$ cat config.mk
export PLATFORM = sky130hd
export DESIGN_NAME = conv_arbiter
export DESIGN_NICKNAME = d
export VERILOG_FILES = /design/src/rtl/conv_arbiter.sv
export SDC_FILE = /design/constraint.sdc
export NUM_CORES = 2
export LEC_CHECK = 0
export BUFFER_PORTS_ARGS = -buffer_cell sky130_fd_sc_hd__buf_2
export CORE_AREA = 2 2 736 738
export CTS_BUF_LIST = sky130_fd_sc_hd__clkbuf_4 sky130_fd_sc_hd__clkbuf_8
export CTS_CLUSTER_SIZE = 28
export DETAILED_ROUTE_END_ITERATION = 12
export DIE_AREA = 0 0 738 740
export PLACE_DENSITY = 0.3
export SETUP_SLACK_MARGIN = 0.4
export SLEW_MARGIN = 20
export SYNTH_ARGS = -nofsm -noshare
export SYNTH_HDL_FRONTEND = slang
export SYNTH_SLANG_ARGS = --single-unit
$ cat constraint.sdc
create_clock -name clk -period 2.04 [get_ports clk]
set_clock_uncertainty 0.2 [all_clocks]
set_input_delay 0.204 -clock clk [delete_from_list [all_inputs] [get_ports clk]]
set_output_delay 0.204 -clock clk [all_outputs]
set_load 0.005 [all_outputs]
$ cat src/rtl/conv_arbiter.sv
// conv_arbiter: round-robin front end that shares one ConvUnit among NREQ requesters.
// Exactly one job is in flight; its result is returned only to the requester that issued it.
module conv_arbiter #(
  parameter int NREQ   = 4,
  parameter int DATA_W = 64,
  parameter int LEN    = 4,
  parameter int RES_W  = 128,
  parameter int CNT_W  = 16,
  localparam int ID_W  = $clog2(NREQ)
) (
  input  logic                       clk,
  input  logic                       rst,
  input  logic [NREQ-1:0]            req_valid,
  output logic [NREQ-1:0]            req_ready,
  input  logic [NREQ*DATA_W-1:0]     req_data,
  input  logic [NREQ*LEN*DATA_W-1:0] req_kernel,
  output logic [NREQ-1:0]            rsp_valid,
  input  logic [NREQ-1:0]            rsp_ready,
  output logic [RES_W-1:0]           rsp_result,
  output logic [DATA_W-1:0]          cu_in_data,
  output logic [LEN*DATA_W-1:0]      cu_kernel,
  output logic                       cu_in_valid,
  input  logic                       cu_in_ready,
  input  logic [RES_W-1:0]           cu_result,
  input  logic                       cu_out_valid,
  output logic                       cu_out_ready,
  output logic [ID_W-1:0]            grant_id,
  output logic                       busy,
  output logic [CNT_W-1:0]           done_count
);

  localparam logic [1:0] ST_IDLE  = 2'd0;
  localparam logic [1:0] ST_ISSUE = 2'd1;
  localparam logic [1:0] ST_WAIT  = 2'd2;
  localparam logic [1:0] ST_RESP  = 2'd3;

  logic [1:0]            state_r;
  logic [1:0]            state_nxt_s;
  logic [ID_W-1:0]       rr_ptr_r;
  logic [ID_W-1:0]       grant_r;
  logic [ID_W-1:0]       win_s;
  logic [ID_W-1:0]       cand_s;
  logic                  win_found_s;
  logic                  accept_s;
  logic                  result_hs_s;
  logic                  rsp_hs_s;
  logic [NREQ-1:0]       req_ready_s;
  logic [NREQ-1:0]       rsp_valid_r;
  logic                  cu_in_valid_r;
  logic                  cu_out_ready_r;
  logic                  busy_r;
  logic [CNT_W-1:0]      done_cnt_r;
  logic [DATA_W-1:0]     data_r;
  logic [LEN*DATA_W-1:0] kernel_r;
  logic [RES_W-1:0]      result_r;

  function automatic logic [ID_W-1:0] rr_index(input logic [ID_W-1:0] base, input int step);
    int pos;
    pos = (int'(base) + step) % NREQ;
    return ID_W'(pos);
  endfunction

  function automatic logic [NREQ-1:0] one_hot(input logic [ID_W-1:0] idx);
    logic [NREQ-1:0] vec;
    vec      = {NREQ{1'b0}};
    vec[idx] = 1'b1;
    return vec;
  endfunction

  // Round-robin winner: first valid requester scanning from just after the last grant.
  always_comb begin
    win_s       = {ID_W{1'b0}};
    win_found_s = 1'b0;
    cand_s      = {ID_W{1'b0}};
    for (int k = 1; k <= NREQ; k++) begin
      cand_s = rr_index(rr_ptr_r, k);
      if (!win_found_s && req_valid[cand_s]) begin
        win_s       = cand_s;
        win_found_s = 1'b1;
      end else begin
        win_found_s = win_found_s;
      end
    end
  end

  // Accept strobe towards the winner, only while idle.
  always_comb begin
    req_ready_s = {NREQ{1'b0}};
    if ((state_r == ST_IDLE) && win_found_s) begin
      req_ready_s = one_hot(win_s);
    end else begin
      req_ready_s = {NREQ{1'b0}};
    end
  end

  assign accept_s    = (state_r == ST_IDLE) && win_found_s;
  assign result_hs_s = (state_r == ST_WAIT) && cu_out_valid;
  assign rsp_hs_s    = (state_r == ST_RESP) && rsp_ready[grant_r];

  // Job sequencing: accept, issue to ConvUnit, wait for result, return it.
  always_comb begin
    state_nxt_s = state_r;
    case (state_r)
      ST_IDLE: begin
        if (win_found_s) state_nxt_s = ST_ISSUE;
        else             state_nxt_s = ST_IDLE;
      end
      ST_ISSUE: begin
        if (cu_in_ready) state_nxt_s = ST_WAIT;
        else             state_nxt_s = ST_ISSUE;
      end
      ST_WAIT: begin
        if (cu_out_valid) state_nxt_s = ST_RESP;
        else              state_nxt_s = ST_WAIT;
      end
      ST_RESP: begin
        if (rsp_ready[grant_r]) state_nxt_s = ST_IDLE;
        else                    state_nxt_s = ST_RESP;
      end
      default: state_nxt_s = ST_IDLE;
    endcase
  end

  // Control state and handshake outputs, registered from the next state so they never glitch.
  always_ff @(posedge clk) begin
    if (rst) begin
      state_r        <= ST_IDLE;
      rr_ptr_r       <= ID_W'(NREQ - 1);
      grant_r        <= {ID_W{1'b0}};
      cu_in_valid_r  <= 1'b0;
      cu_out_ready_r <= 1'b0;
      busy_r         <= 1'b0;
      rsp_valid_r    <= {NREQ{1'b0}};
      done_cnt_r     <= {CNT_W{1'b0}};
    end else begin
      state_r        <= state_nxt_s;
      cu_in_valid_r  <= (state_nxt_s == ST_ISSUE);
      cu_out_ready_r <= (state_nxt_s == ST_WAIT);
      busy_r         <= (state_nxt_s != ST_IDLE);
      rsp_valid_r    <= (state_nxt_s == ST_RESP) ? one_hot(grant_r) : {NREQ{1'b0}};
      if (accept_s) begin
        rr_ptr_r <= win_s;
        grant_r  <= win_s;
      end else begin
        rr_ptr_r <= rr_ptr_r;
        grant_r  <= grant_r;
      end
      if (rsp_hs_s) done_cnt_r <= done_cnt_r + {{(CNT_W-1){1'b0}}, 1'b1};
      else          done_cnt_r <= done_cnt_r;
    end
  end

  // Payload is captured at accept so requesters may change their inputs afterwards.
  always_ff @(posedge clk) begin
    if (rst) begin
      data_r   <= {DATA_W{1'b0}};
      kernel_r <= {(LEN*DATA_W){1'b0}};
      result_r <= {RES_W{1'b0}};
    end else begin
      if (accept_s) begin
        data_r   <= req_data[win_s*DATA_W +: DATA_W];
        kernel_r <= req_kernel[win_s*LEN*DATA_W +: LEN*DATA_W];
      end else begin
        data_r   <= data_r;
        kernel_r <= kernel_r;
      end
      if (result_hs_s) result_r <= cu_result;
      else             result_r <= result_r;
    end
  end

  assign req_ready    = req_ready_s;
  assign rsp_valid    = rsp_valid_r;
  assign rsp_result   = result_r;
  assign cu_in_data   = data_r;
  assign cu_kernel    = kernel_r;
  assign cu_in_valid  = cu_in_valid_r;
  assign cu_out_ready = cu_out_ready_r;
  assign grant_id     = grant_r;
  assign busy         = busy_r;
  assign done_count   = done_cnt_r;

endmodule

Yosys cells after proc, flatten, opt, wreduce, memory -nomap -nowiden
Cells that the tools add are included.
{"block": "classes", "n_lt_le_gt_ge": 8, "muxes": 28, "n_eq_ne": 6, "addsub": 5, "reduce_logical": 14, "bitwise_logic": 1, "shifts": 2}
{"op": "1024-bit by 11-bit variable part select with 256-bit output", "count": 1}
{"op": "256-bit by 9-bit variable part select with 64-bit output", "count": 1}
{"op": "2-bit by 3-bit less-than comparator with 1-bit output, second input constant", "count": 6}
{"op": "16-bit by 1-bit adder with 16-bit output, second input constant", "count": 1}
{"op": "1-bit two-way mux", "count": 13}
{"op": "2-bit two-way mux", "count": 6}
{"op": "1-bit binary-select mux with 2-bit select", "count": 5}
{"op": "2-bit == test, second input constant", "count": 4}
{"op": "1-bit logical AND", "count": 8}
{"op": "2-bit case mux with 4 select lines", "count": 1}
{"op": "2-bit by 1-bit adder with 2-bit output, second input constant", "count": 2}
{"op": "2-bit adder, second input constant", "count": 2}
{"op": "1-bit demux with 2-bit select", "count": 2}
{"op": "2-bit by 1-bit == test with 1-bit output, second input constant", "count": 2}
{"op": "2-bit by 1-bit >= comparator with 1-bit output, second input constant", "count": 2}
{"op": "4-bit two-way mux", "count": 1}
{"op": "1-bit zero test", "count": 3}
{"op": "2-bit zero test", "count": 1}
{"op": "2-bit nonzero test", "count": 1}
{"op": "2-bit OR reduction", "count": 1}
{"op": "1-bit NOT", "count": 1}
{"block": "word_totals", "output_inout_bits": 477, "reg_bits": 477, "word_cells": 75}

Depth between registers and ports, before layout
{"block": "depth", "ltp_word": 18, "ltp_mapped": 9, "mapped_depth_nobuf": 6}

Worst setup path before layout
No wires, ideal clock.
{"block": "synth_path", "path_kind": "reg-to-reg", "startpoint": "reg rr_ptr_r[0]", "endpoint": "reg kernel_r[101], in the netlist cu_kernel[101]", "n_path_buf": 3, "setup_time_ps": 128, "required_ps": 1712, "setup_slack_ps": 68, "stages_incl_launch_ff": 9, "t_arrival_ps": 1644, "cell_sequence": "dfxtp_1 -> nand2b_1 -> a21o_1 -> buf_2 -> clkbuf_1 -> clkbuf_1 -> a31oi_1 -> o21ai_0 -> o211ai_1"}
{"block": "synth_via", "elab_chain_cells": 14, "elab_cells_between_ends": 28, "cone_classes": "4 x add/sub; 1 x shift; 16 x mux; 7 x reduce/logical"}
{"element": "start: declaration", "line": "39", "text": "logic [ID_W-1:0] rr_ptr_r;"}
{"element": "start signal: assignment", "line": "128", "text": "rr_ptr_r <= ID_W'(NREQ - 1);"}
{"element": "start signal: assignment", "line": "142", "text": "rr_ptr_r <= win_s;"}
{"element": "start signal: assignment", "line": "145", "text": "rr_ptr_r <= rr_ptr_r;"}
{"element": "2-bit by 1-bit adder with 2-bit output", "line": "59", "text": "pos = (int'(base) + step) % NREQ;"}
{"element": "1-bit binary-select mux with 2-bit select", "line": "77", "text": "if (!win_found_s && req_valid[cand_s]) begin"}
{"element": "1-bit two-way mux (implied by the code)", "line": "77"}
{"element": "1-bit two-way mux", "line": "77"}
{"element": "1-bit zero test", "line": "77"}
{"element": "1-bit logical AND", "line": "77"}
{"element": "1-bit two-way mux", "line": "77"}
{"element": "1-bit zero test", "line": "77"}
{"element": "1-bit logical AND", "line": "77"}
{"element": "1-bit two-way mux", "line": "77"}
{"element": "1-bit zero test", "line": "77"}
{"element": "1-bit logical AND", "line": "77"}
{"element": "2-bit two-way mux / 1-bit two-way mux (equally long branches)", "line": "77"}
{"element": "1024-bit by 11-bit variable part select with 256-bit output / 1-bit logical AND (equally long branches)", "line": "162, 96"}
{"element": "end signal: assignment", "line": "157", "text": "kernel_r <= {(LEN*DATA_W){1'b0}};"}
{"element": "end signal: assignment", "line": "162", "text": "kernel_r <= req_kernel[win_s*LEN*DATA_W +: LEN*DATA_W];"}
{"element": "end signal: assignment", "line": "165", "text": "kernel_r <= kernel_r;"}
{"element": "end: declaration", "line": "54", "text": "logic [LEN*DATA_W-1:0] kernel_r;"}
Several ways; a longest one is shown, not always the timed one. The select of a mux whose other input is x is not followed.
A chain may end at the register's enable or synchronous reset.

Worst setup path after layout
{"block": "layout_path", "startpoint": "reg rr_ptr_r[0]", "endpoint": "out req_ready[3]"}
{"block": "layout_via", "elab_chain_cells": 18, "elab_cells_between_ends": 33, "cone_classes": "4 x add/sub; 2 x order compare; 19 x mux; 8 x reduce/logical"}
{"element": "2-bit by 1-bit adder with 2-bit output", "line": "59"}
{"element": "1-bit binary-select mux with 2-bit select", "line": "77"}
{"element": "1-bit two-way mux (implied by the code)", "line": "77"}
{"element": "1-bit two-way mux", "line": "77"}
{"element": "1-bit zero test", "line": "77"}
{"element": "1-bit logical AND", "line": "77"}
{"element": "1-bit two-way mux", "line": "77"}
{"element": "1-bit zero test", "line": "77"}
{"element": "[2 not listed]"}
{"element": "1-bit zero test", "line": "77"}
{"element": "1-bit logical AND", "line": "77"}
{"element": "2-bit two-way mux", "line": "77"}
{"element": "2-bit by 3-bit less-than comparator with 1-bit output (implied by the code) / 2-bit by 1-bit >= comparator with 1-bit output (equally long branches)", "line": "66", "text": "vec[idx] = 1'b1;"}
{"element": "1-bit logical AND (implied by the code)", "line": "66"}
{"element": "1-bit two-way mux (implied by the code)", "line": "66"}
{"element": "1-bit demux with 2-bit select", "line": "66"}
{"element": "4-bit two-way mux (*)", "line": "89", "text": "if ((state_r == ST_IDLE) && win_found_s) begin"}
{"element": "end: declaration", "line": "14", "text": "output logic [NREQ-1:0] req_ready,"}
Mark *: on every way between the ends. The rest lies on a longest branch, timed or not. The select of a mux whose other input is x is not followed.

==> impl_summary.txt <==
----------------------------------------------------
[Run status]
  Failing checks ... antenna violations, negative hold slack, negative setup slack
  Run status ... complete, but fails checks

[Synth]
  Post-synth top area cell ... sky130_fd_sc_hd__dfxtp_1
  Post-synth EDFFs ... 0
  Yosys synthesis warning count ... 0
  Syn nets ... 5049
  Ys flop type ... sky130_fd_sc_hd__dfxtp_1
  Post-synthesis cell area ... 28070 sq um
  Top cells by area, synth ... sky130_fd_sc_hd__dfxtp_1 34%, sky130_fd_sc_hd__mux2i_1 11%, sky130_fd_sc_hd__and4_1 10%
  #FFs+latches synth ... 477
  Synthesized area divided by synthesized cell count ... 7.736 sq um
  Cell with the most instances after synthesis ... sky130_fd_sc_hd__nand2_1
  Synth unique cells ... 41
  Leading post-synthesis cells by instance count ... 589 x sky130_fd_sc_hd__nand2_1, 477 x sky130_fd_sc_hd__dfxtp_1, 325 x sky130_fd_sc_hd__and4_1
  Share of the synthesized area in the top cell type ... 34.02%
  Sequential element share of the synthesized area ... 34.02%
  Cell count after synthesis ... 3628
  Proportion of register bits with asynchronous set or reset after synthesis ... 0%

[Power and ir drop]
  Reg power frac ... 23.4%
  Clock group share of total power ... 28.6%
  Leak Pwr ... 34.66 nW
  P_int ... 30.45 mW
  Total net switching power ... 19.15 mW
  Worst IR Drop VDD ... 0.0005914 V
  Switching share of total power ... 38.60%
  Comb pwr share ... 48.0%
  Power density relative to cell area ... 597.0 nW/um^2

[Critical path]
  Endpoint required time on the critical path ... 1.64 ns
  Critical path start-end classification ... flop to output pin
  Critical register-to-register path endpoint ... cu_kernel[76]
  Worst flop-to-flop path startpoint ... rr_ptr_r[0]
  Setup slack, reg-to-reg ... -0.86 ns
  Setup crit start kind ... flop
  Critical path data arrival time ... 2.53 ns
  Timing startpoint of the critical path ... rr_ptr_r[0]
  R2R cell count ... 14
  Most used cell along the critical path ... sky130_fd_sc_hd__buf_6
  Slowest library cell on the worst path ... sky130_fd_sc_hd__dfxtp_2
  Kind of end point of the critical path ... output pin
  Maximum single-stage delay on the critical path ... 0.34 ns
  Worst-path fanout max ... 3
  Series of cell instances along the critical path ... nand2b_4 > a21o_4 > buf_6 > buf_8 > and3_4 > buf_6 > nor3_4 > buf_6
  Critical Path End ... req_ready[3]

[Floorplanning]
  Die width ... 738 um
  Std-Cell Core Area ... 538800 sq um
  Die footprint ... 546100 sq um
  Y dimension of the die ... 740 um
  I/O pin count ... 1897
  Standard-cell row count ... 270
  Initial core utilization ... 5.209%

[Clock network]
  CTS H-Tree Depth ... 3
  Register clock-pin slew on the reported worst setup and hold paths ... 0.06 ns
  CTS sink cnt ... 477
  Skew-Pair Late Insertion Delay ... 1.01 ns
  Number of buffers added by the clock tree synthesis step ... 121
  TritonCTS clock tree ... built
  Clk Tree Root Cell ... sky130_fd_sc_hd__clkbuf_8
  Count of hold-fix buffers inserted at cts ... 2412
  Number of buffers between clock root and the deepest sink ... 4

[Routing]
  Remaining routing DRC violations ... 0
  Detailed router's first-iteration violation count ... 3882
  Vias per cell ... 3.237
  Drt wl/cell ... 26.28 um
  Post-detailed-routing wire length ... 415900 um
  Drt first pass iters ... 5
  Via count ... 51223
  Count of nets left with antenna violations after detail routing ... 1

[GRT]
  Number of global-route vias before repair ... 51817
  First-pass GRT wire length ... 519300 um
  Largest net degree at the start of global routing ... 127
  Overflow after GRT ... 0
  All-Layer GR Usage ... 14.38%
  Number of antenna violations at the first check in global routing ... 363

[STA]
  Setup repair after global routing missed its margin ... true
  Final critical-path share of the clock period ... 143.7%
  Hold violation count in the final report ... 6
  Final hold slack ... -0.1319 ns
  Actual transition at the worst max-transition pin ... 0.9509 ns
  Final WS setup ... -0.8918 ns
  Final-report setup violation count ... 367
  Final count of pins violating max slew ... 0
  Period minus WS final ... 2.932 ns
  Maximum operating frequency ... 341.1 MHz
  Max_slew headroom ... 36.40%
  Setup total negative slack ... -217.52 ns

[Hold path]
  Worst hold path class ... input port to flop

[Finish]
  Final Core Density ... 15.42%
  Fraction of final layout cells sized beyond drive strength 1 ... 37.00%
  Area Growth Syn to Fin ... 196.0%
  Net count, final ... 9766

[Placement]
  Detailed-placement wirelength estimate ... 349300 um
  Worst slack after detailed placement ... -1.177 ns
  GPL Wtd Cong ... 1.056
  Count of input and output buffers ... 1896

[Job]
  Number of violations of the max-capacitance limit ... 0

----------------------------------------------------
cells in the final DEF (no fill, tap or decap), types with 12 or more instances in the layout:
master	count
sky130_fd_sc_hd__o21ai_4	32
sky130_fd_sc_hd__nor2_1	20
sky130_fd_sc_hd__o21ai_1	181
sky130_fd_sc_hd__mux2i_1	179
sky130_fd_sc_hd__diode_2	183
sky130_fd_sc_hd__mux2i_4	106
sky130_fd_sc_hd__a31oi_4	24
sky130_fd_sc_hd__a31oi_2	12
sky130_fd_sc_hd__buf_12	130
sky130_fd_sc_hd__buf_8	38
sky130_fd_sc_hd__a21oi_1	137
sky130_fd_sc_hd__o21ai_2	63
sky130_fd_sc_hd__buf_4	361
sky130_fd_sc_hd__clkbuf_4	42
sky130_fd_sc_hd__dlygate4sd3_1	2412
sky130_fd_sc_hd__o21ai_0	51
sky130_fd_sc_hd__buf_6	126
sky130_fd_sc_hd__and4_4	22
sky130_fd_sc_hd__buf_2	1892
sky130_fd_sc_hd__a31oi_1	285
sky130_fd_sc_hd__mux2i_2	36
sky130_fd_sc_hd__nand2_1	588
sky130_fd_sc_hd__and4_1	303
sky130_fd_sc_hd__o211ai_1	320
sky130_fd_sc_hd__inv_1	322
sky130_fd_sc_hd__buf_16	31
sky130_fd_sc_hd__dfxtp_1	474
sky130_fd_sc_hd__clkbuf_8	149
flip-flops by register name, summed over array words and instances (netlist names):
| name | flops |
|---|---|
| rsp_result | 128 |
| cu_in_data | 64 |
| grant_id | 2 |
| cu_out_ready | 1 |
| busy | 1 |
| cu_kernel | 256 |
| rsp_valid | 4 |
| state_r | 2 |
| rr_ptr_r | 2 |
| done_count | 16 |
| cu_in_valid | 1 |
power groups by stage:
stage | clock network (mW) | logic (mW) | registers (mW)
after floorplan | 0 | 5.62 | 11.6
after global placement | 0 | 15.8 | 11.8
after detailed placement | 0 | 15.8 | 11.8
after CTS | 15.0 | 22.6 | 11.6
after global routing | 15.1 | 25.1 | 11.7
final | 14.2 | 23.8 | 11.6
cells by family (layout without fill, tap and decap cells):
group | count (synthesis) | after routing | share of synthesized area, %
AO/OA/AOI/OAI | 1110 | 1110 | 24.17
AND/OR/NAND/NOR | 980 | 980 | 19.27
buffers and inverters | 726 | 5530 | 10.60
flip-flops | 477 | 477 | 34.02
multiplexers | 322 | 322 | 11.53
XOR/XNOR | 12 | 12 | 0.3745
adder cells (fa/ha/maj) | 1 | 1 | 0.04457
other | 0 | 183 | 0
worst min-delay path by stage:
| stage | startpoint | to | depth (start not counted) |
|---|---|---|---|
| after CTS | req_valid[2] | rr_ptr_r[1] | 4 |
| after global placement | rsp_result[59] | rsp_result[59] | 2 |
| final | req_valid[2] | rr_ptr_r[1] | 4 |
| after floorplan | cu_result[0] | rsp_result[0] | 2 |
| after global routing | req_valid[2] | rr_ptr_r[1] | 4 |
| after detailed placement | rsp_result[106] | rsp_result[106] | 2 |
critical path: cells and delay by family (launching register included):
kind | cells | cell delay, ns
flip-flops | 1 | 0.34
AO/OA/AOI/OAI | 1 | 0.24
AND/OR/NAND/NOR | 3 | 0.43
buffers and inverters | 4 | 0.50
stage by stage:
stage	instance area [sq um]	hold WS, ns	power [mW]	std cells
6_report	83080	-0.1319	49.60	15823
5_1_grt	82840	-0.2234	51.94	15726
4_1_cts	80560	-0.4049	49.16	15587
3_5_place_dp	50070	0.2478	27.59	12844
3_3_place_gp	50070	0.2431	27.62	12844
2_1_floorplan	28580	0.1400	17.23	3628
repair_timing:
item | 4_1_cts | 5_1_grt
endpoints found under the setup margin | 952 | 953
pin swaps | 98 | 111
hold endpoints to repair | 477 | 15
cloned | 18 | 7
resized for setup | 503 | 299
buffers inserted | 103 | 46
area by class of cell:
cell class	instances	area, sq um
Tap cell	7208	9019
Clock buffer	191	2366
Clock inverter	19	257.7
Multi-Input combinational cell	2425	18240
Fill cell	61226	455800
Timing Repair Buffer	4998	41980
Inverter	322	1209
Antenna cell	183	457.9
Sequential cell	477	9555
routing by layer:
metal  vias to the layer above  part of all wire, %  GRT usage, %
met5                         -                 0.18             0
met4                       110                  4.2         4.994
met3                       771                   10         5.353
met2                      2771                   43         22.19
met1                     24706                   43         18.24
li1                      22865                    -             -
Note: power is estimated with default switching activity, not from simulation.
